File: src/rtl/fp16_add_arbiter.sv
// Round-robin share of one combinational fp16 adder among NUM_REQ accumulator lanes; grant to rsp_valid is 2 cycles.
// One op in flight: req_ready is held low until the tagged result is taken, and the result stalls indefinitely on rsp_ready=0.
module fp16_add_arbiter #(
   parameter int NUM_REQ = 4,
   parameter int ID_W    = 2
) (
   input  logic                  clk,
   input  logic                  reset,
   input  logic [NUM_REQ-1:0]    req_valid,
   output logic [NUM_REQ-1:0]    req_ready,
   input  logic [16*NUM_REQ-1:0] req_a,
   input  logic [16*NUM_REQ-1:0] req_b,
   output logic [15:0]           add_a,
   output logic [15:0]           add_b,
   input  logic [15:0]           add_sum,
   output logic                  rsp_valid,
   input  logic                  rsp_ready,
   output logic [15:0]           rsp_sum,
   output logic [ID_W-1:0]       rsp_id,
   output logic [15:0]           op_count
);

   typedef enum logic [1:0] {
      IDLE = 2'd0,
      CALC = 2'd1,
      RESP = 2'd2
   } state_t;

   state_t          state;
   state_t          state_nxt;
   logic [ID_W-1:0] rr_ptr;
   logic [ID_W-1:0] grant_id;
   logic            grant_vld;
   logic [ID_W:0]   scan_idx;
   logic            accept;
   logic            rsp_done;
   logic [15:0]     opa [NUM_REQ];
   logic [15:0]     opb [NUM_REQ];

   for (genvar i = 0; i < NUM_REQ; i++) begin : g_unpack
      assign opa[i] = req_a[16*i +: 16];
      assign opb[i] = req_b[16*i +: 16];
   end

   // Scan offsets from far to near so the closest valid requester after rr_ptr is the one left standing.
   always_comb begin
      grant_vld = 1'b0;
      grant_id  = '0;
      scan_idx  = '0;
      for (int k = NUM_REQ - 1; k >= 0; k--) begin
         scan_idx = {1'b0, rr_ptr} + (ID_W+1)'(k);
         if (scan_idx >= (ID_W+1)'(NUM_REQ)) begin
            scan_idx = scan_idx - (ID_W+1)'(NUM_REQ);
         end
         if (req_valid[scan_idx[ID_W-1:0]]) begin
            grant_vld = 1'b1;
            grant_id  = scan_idx[ID_W-1:0];
         end
      end
   end

   always_comb begin
      state_nxt = state;
      req_ready = '0;
      accept    = 1'b0;
      rsp_done  = 1'b0;
      case (state)
         IDLE: begin
            if (grant_vld) begin
               req_ready[grant_id] = 1'b1;
               accept              = 1'b1;
               state_nxt           = CALC;
            end
         end
         CALC: state_nxt = RESP;
         RESP: begin
            if (rsp_valid && rsp_ready) begin
               rsp_done  = 1'b1;
               state_nxt = IDLE;
            end
         end
         default: state_nxt = IDLE;
      endcase
   end

   always_ff @(posedge clk) begin
      if (reset) begin
         state <= IDLE;
      end else begin
         state <= state_nxt;
      end
   end

   always_ff @(posedge clk) begin
      if (reset) begin
         add_a     <= '0;
         add_b     <= '0;
         rsp_valid <= 1'b0;
         rsp_sum   <= '0;
         rsp_id    <= '0;
         op_count  <= '0;
         rr_ptr    <= '0;
      end else begin
         if (accept) begin
            add_a  <= opa[grant_id];
            add_b  <= opb[grant_id];
            rsp_id <= grant_id;
            rr_ptr <= (grant_id == ID_W'(NUM_REQ - 1)) ? '0 : grant_id + 1'b1;
         end
         // The adder has had the whole CALC cycle to settle on the registered operands.
         if (state == CALC) begin
            rsp_sum   <= add_sum;
            rsp_valid <= 1'b1;
         end
         if (rsp_done) begin
            rsp_valid <= 1'b0;
            op_count  <= op_count + 16'd1;
         end
      end
   end

endmodule

File: config.mk
export PLATFORM = sky130hd
export DESIGN_NAME = fp16_add_arbiter
export DESIGN_NICKNAME = d
export VERILOG_FILES = /design/src/rtl/fp16_add_arbiter.sv
export SDC_FILE = /design/constraint.sdc
export NUM_CORES = 1
export LEC_CHECK = 0
export CAP_MARGIN = 20
export CORE_AREA = 2 2 128 105
export DETAILED_ROUTE_END_ITERATION = 6
export DIE_AREA = 0 0 130 107
export PLACE_DENSITY = 0.66
export SYNTH_ARGS = -nofsm -noshare
export SYNTH_HDL_FRONTEND = slang
export SYNTH_SLANG_ARGS = --single-unit
export TNS_END_PERCENT = 50
File: constraint.sdc
create_clock -name clk -period 4.8 [get_ports clk]
set_input_delay 0.48 -clock clk [delete_from_list [all_inputs] [get_ports clk]]
set_output_delay 0.48 -clock clk [all_outputs]
set_load 0.03 [all_outputs]
Yosys cells after proc, flatten, opt, wreduce, memory -nomap -nowiden
Cells that the tools add are included.

Muxes and demuxes: 38. Add/subtract/negate cells: 9. Magnitude comparators: 11. Equality and inequality tests: 5. Bitwise logic cells: 1. Reduce and logical (&&, ||, !) cells: 5.

Operator list (count): 16-bit binary-select mux with 2-bit select (2); 16-bit two-way mux (4); 2-bit two-way mux (11); 16-bit by 1-bit adder with 16-bit output (second input constant) (1); 2-bit by 3-bit < comparator with 1-bit output (second input constant) (5); 1-bit two-way mux (13); 3-bit greater-or-equal comparator (second input constant) (4); 1-bit binary-select mux with 2-bit select (4); 4-bit two-way mux (2); 2-bit by 1-bit subtractor with 2-bit output (second input constant) (4); 2-bit by 2-bit adder with 3-bit output (second input constant) (2); 2-bit case mux with 3 select lines (1); 2-bit == test (second input constant) (2); 2-bit inequality test (second input constant) (2); 2-bit by 1-bit adder with 3-bit output (second input constant) (1); 2-bit by 3-bit greater-or-equal comparator with 1-bit output (second input constant) (1); 2-bit inverter with 3-bit output (1); 2-bit by 1-bit adder with 2-bit output (second input constant) (1); 1-bit demux with 2-bit select (1); 2-bit by 1-bit == test with 1-bit output (second input constant) (1); 2-bit by 1-bit greater-or-equal comparator with 1-bit output (second input constant) (1); 1-bit logical AND (2); 2-bit logical NOT (1); 2-bit AND reduction (1); 2-bit OR reduction (1).

Logic and storage cells: 77. Flip-flop bits (word level): 71. Input bits: 151. Output and inout port bits: 71.

Logic depth before layout (Yosys ltp)
Word-level depth: 15. Depth in mapped cells: 8. Gate-level depth less buffers: 6.

Worst setup path before layout
OpenSTA, ideal clock, no wires.

Path type: input-to-output. From: in req_valid[1]. To: out req_ready[0]. Data arrival time: 2.073 ns. Data required time: 4.320 ns. Stages on the path: 5. Buffers on the path: 1. Path slack: 2.247 ns. Cells stage by stage: and2b_1 > a221oi_4 > nor2_8 > buf_2 > nor3_1.

Longest elaborated chain between the ends: 12. Elaborated cells between the ends (all ways): 23. Classes of those cells: order compare (2); mux (20); reduce/logical (1).

RTL lines: start: declaration (line 9) `input logic [NUM_REQ-1:0] req_valid,`; 1-bit binary-select mux with 2-bit select (line 55) `if (req_valid[scan_idx[ID_W-1:0]]) begin`; 1-bit two-way mux (not written as such) (line 55); 2-bit two-way mux (4 in a row) (line 55); 2-bit by 3-bit < comparator with 1-bit output (not written as such) / 2-bit by 1-bit greater-or-equal comparator with 1-bit output (equally long branches) (line 70) `req_ready[grant_id] = 1'b1;`; 1-bit logical AND (not written as such) (line 70); 1-bit two-way mux (not written as such) (line 70); 1-bit demux with 2-bit select (line 70); 4-bit two-way mux * (line 69) `if (grant_vld) begin`; 4-bit two-way mux * (line 67) `case (state)`; end: declaration (line 10) `output logic [NUM_REQ-1:0] req_ready,`.

Every way passes the cells marked *; elsewhere a longest branch is shown, timed or not. The select of a mux whose other input is x is not followed.

Final worst setup path
From: in req_valid[1]. To: out req_ready[3].

The elaborated chain is that of the path after synthesis.

==> results.sh <==
export IMPL_wire_per_inst_um=16.1
export IMPL_worstPathRequired_ns=4.32
export IMPL_clock_sinks=71
export IMPL_cts_resized=0
export IMPL_rsz0062_at_grt="false"
export IMPL_max_slew_margin_pct=57.6
export IMPL_ioPinCount=222
export IMPL_syn_area_um2=3700
export IMPL_worstMarginPinSlew_ns=0.636
export IMPL_drtIter0Drc=202
export IMPL_crit_fanout=5
export IMPL_dp_slack_ns=1.44
export IMPL_syn_area_per_cell_um2=8.14
export IMPL_crit_path_end="req_ready[3]"
export IMPL_grt_usage_pct=19.1
export IMPL_cts_path_max_buffers=2
export IMPL_core_area_um2=12600
export IMPL_area_delta_synth_final_pct=71.5
export IMPL_yosysMostFrequentCell="nand2_1"
export IMPL_fmax_ghz=0.296
export IMPL_ant_nets=0
export IMPL_synth_commonest_cells="nand2_1, dfxtp_1, nand3_1"
export IMPL_synthArstFlopShare_pct=0
export IMPL_timing_worst_setup_path_type="input pin to output port"
export IMPL_r2r_cells=6
export IMPL_path_buf_inv=2
export IMPL_reg2reg_slack_ns=2.83
export IMPL_num_vias=4073
export IMPL_gp_congestion=0.803
export IMPL_hold_class="flip-flop to flip-flop"
export IMPL_synth_top_area_share_pct=38.4
export IMPL_setup_slack_ns=1.42
export IMPL_cp_cell_sequence="clkdlybuf4s50_1 > and2b_1 > nor2b_1 > nor3_2 > ha_1 > and2_1 > clkdlybuf4s50_1"
export IMPL_cp_slowest_cell="clkdlybuf4s50_1"
export IMPL_fin_crit_sh_pct=70.4
export IMPL_ys_types=38
export IMPL_antenna_found_initial=0
export IMPL_cp_start_kind="input pin"
export IMPL_wl_mm=13.6
export IMPL_start_util_pct=29.3
export IMPL_hold_buffers=0
export IMPL_postCtsSetupRepairBufs=0
export IMPL_finalClockSkew_ns=0.00693
export IMPL_cp_depth=7
export IMPL_synth_area_top_cells="dfxtp_1, mux2i_1, nand2_1"
export IMPL_drive_gt1_share_pct=5.25
export IMPL_viasPerCell=4.84
export IMPL_status="finished clean"
export IMPL_path_delay_family="buffers and inverters"
export IMPL_synth_edf_count=0
export IMPL_cts_buffers=9
export IMPL_finalCriticalPeriod_ns=3.38
export IMPL_finalSetupViolations=0
export IMPL_root_buffer="clkbuf_16"
export IMPL_slew_viol_final=0
export IMPL_r2r_start="rr_ptr[1]"
export IMPL_die_area_um2=13900
export IMPL_port_buffers=221
export IMPL_crit_path_end_kind="output port"
export IMPL_first_global_vias=4113
export IMPL_fin_tns_setup_ns=0
export IMPL_final_hold_viol_count=0
export IMPL_crit_top_cell="clkdlybuf4s50_1"
export IMPL_cts_max_level=3
export IMPL_final_nets=816
export IMPL_critical_path_max_stage_delay_ns=0.69
export IMPL_synth_cells=455
export IMPL_ys_seq_area_share_pct=38.4
export IMPL_die_x_um=130
export IMPL_diodes=0
export IMPL_fp_dieH_um=107
export IMPL_cts_clk_slew_worst_paths_ns=0.06
export IMPL_ir_drop_mv=0.156
export IMPL_critPathLaunch="req_valid[1]"
export IMPL_dp_hpwl_mm=9.81
export IMPL_power_density_nw_per_um2=339
export IMPL_synth_area_leader_cell="dfxtp_1"
export IMPL_synth_warnings=0
export IMPL_first_pass_iters=4
export IMPL_r2r_end="add_b[9]"
export IMPL_synth_seq_cells=71
export IMPL_cts_tree="yes"
export IMPL_cap_violations=0
export IMPL_synth_ff_type="dfxtp_1"
export IMPL_insertion_delay_ns=0.33
export IMPL_p_leak_nw=2.26
export IMPL_critPathArrivalTime_ns=2.90
export IMPL_row_count=37
export IMPL_overflow=0
export IMPL_grt_start_max_net_pins=39
export IMPL_grt_pass1_wl_mm=20.7
export IMPL_fill_cells=1207
export IMPL_drc=0
export IMPL_synth_net_count=609
[layout by cell type, fill, tap and decap left out, types with 2 or more instances in the layout]
cell type / n
a21o_1: 32
buf_4: 10
o211ai_1: 32
and2_1: 3
or3_1: 5
xor2_1: 3
clkdlybuf4s50_1: 221
o21ai_1: 30
nand3_1: 36
clkbuf_16: 9
nor2_1: 16
nor3_2: 2
and3_1: 2
a21oi_1: 25
dfxtp_1: 71
inv_1: 7
nand2_1: 79
ha_1: 3
inv_6: 4
nor4_1: 2
nor3_1: 5
mux2i_1: 34
nand4_1: 2
nor2b_1: 3
o21ai_0: 7
xnor2_1: 8
nor2_2: 2
[layer usage]
metal	wire (µm)	up-vias	GRT usage [%]
li1	-	2024	-
met1	5780	1870	23.0
met2	6250	157	32.0
met3	1280	22	6.69
met4	272	0	5.61
met5	0	-	0
[state kept, by name, indices dropped and copies added, names as in the netlist]
register and count:
rr_ptr 2, rsp_id 2, add_b 16, rsp_valid 1, rsp_sum 16, add_a 16, op_count 16, state 2
[per-stage QoR]
step                      utilization [%]  hold slack (ns)  total power (W)  instance area [µm²]  std cells
final                                50.2            0.457          0.00215                 6350        842
after global routing                 50.2            0.477          0.00226                 6350        842
after CTS                            50.2            0.460          0.00219                 6340        841
after detailed placement             47.9            0.450          0.00152                 6060        825
after global placement               47.9            0.442          0.00151                 6060        825
after floorplan                         -            0.491          0.00116                 3700        455
[where the power goes]
group	switching, W	total [W]	internal, W
clock	0.000279	0.000650	0.000371
combinational	0.000433	0.000798	0.000365
sequential	0.0000422	0.000706	0.000664
total	0.000754	0.00215	0.00140
[worst register-to-register path: stages (launching register included)]
cell      delay (ns)
dfxtp_1         0.42
nand2_1         0.17
a221oi_4        0.41
buf_4           0.42
o21ai_1         0.14
a21o_1          0.24
o211ai_1        0.09
[worst min path at each step]
stage / startpoint / to / depth (start not counted)
finish: rsp_sum[1] / rsp_sum[1] / 2
detailed placement: rsp_sum[8] / rsp_sum[8] / 2
floorplan: rr_ptr[1] / rr_ptr[1] / 2
global placement: rsp_sum[14] / rsp_sum[14] / 2
global route: rsp_id[0] / rsp_id[0] / 2
CTS: rsp_sum[5] / rsp_sum[5] / 2
[logic make-up after synthesis]
kind of cell / share of synthesized area, %
and+or+nand+nor: 20.5
AOI/OAI and AO/OA: 23.2
DFF: 38.4
buffers and inverters: 5.10
muxes: 9.19
xor gates and xnor gates: 2.60
adders and majority gates: 1.01
[layout make-up]
class / instances / area, µm² / area share [%]
timing repair buffer: 231 / 2290 / 36.0
multi-input combinational: 342 / 2110 / 33.2
sequential: 71 / 1420 / 22.4
clock buffer: 10 / 239 / 3.76
tap: 175 / 219 / 3.45
clock inverter: 6 / 47.5 / 0.749
inverter: 7 / 26.3 / 0.414
Note: power is estimated with default switching activity, not from simulation.
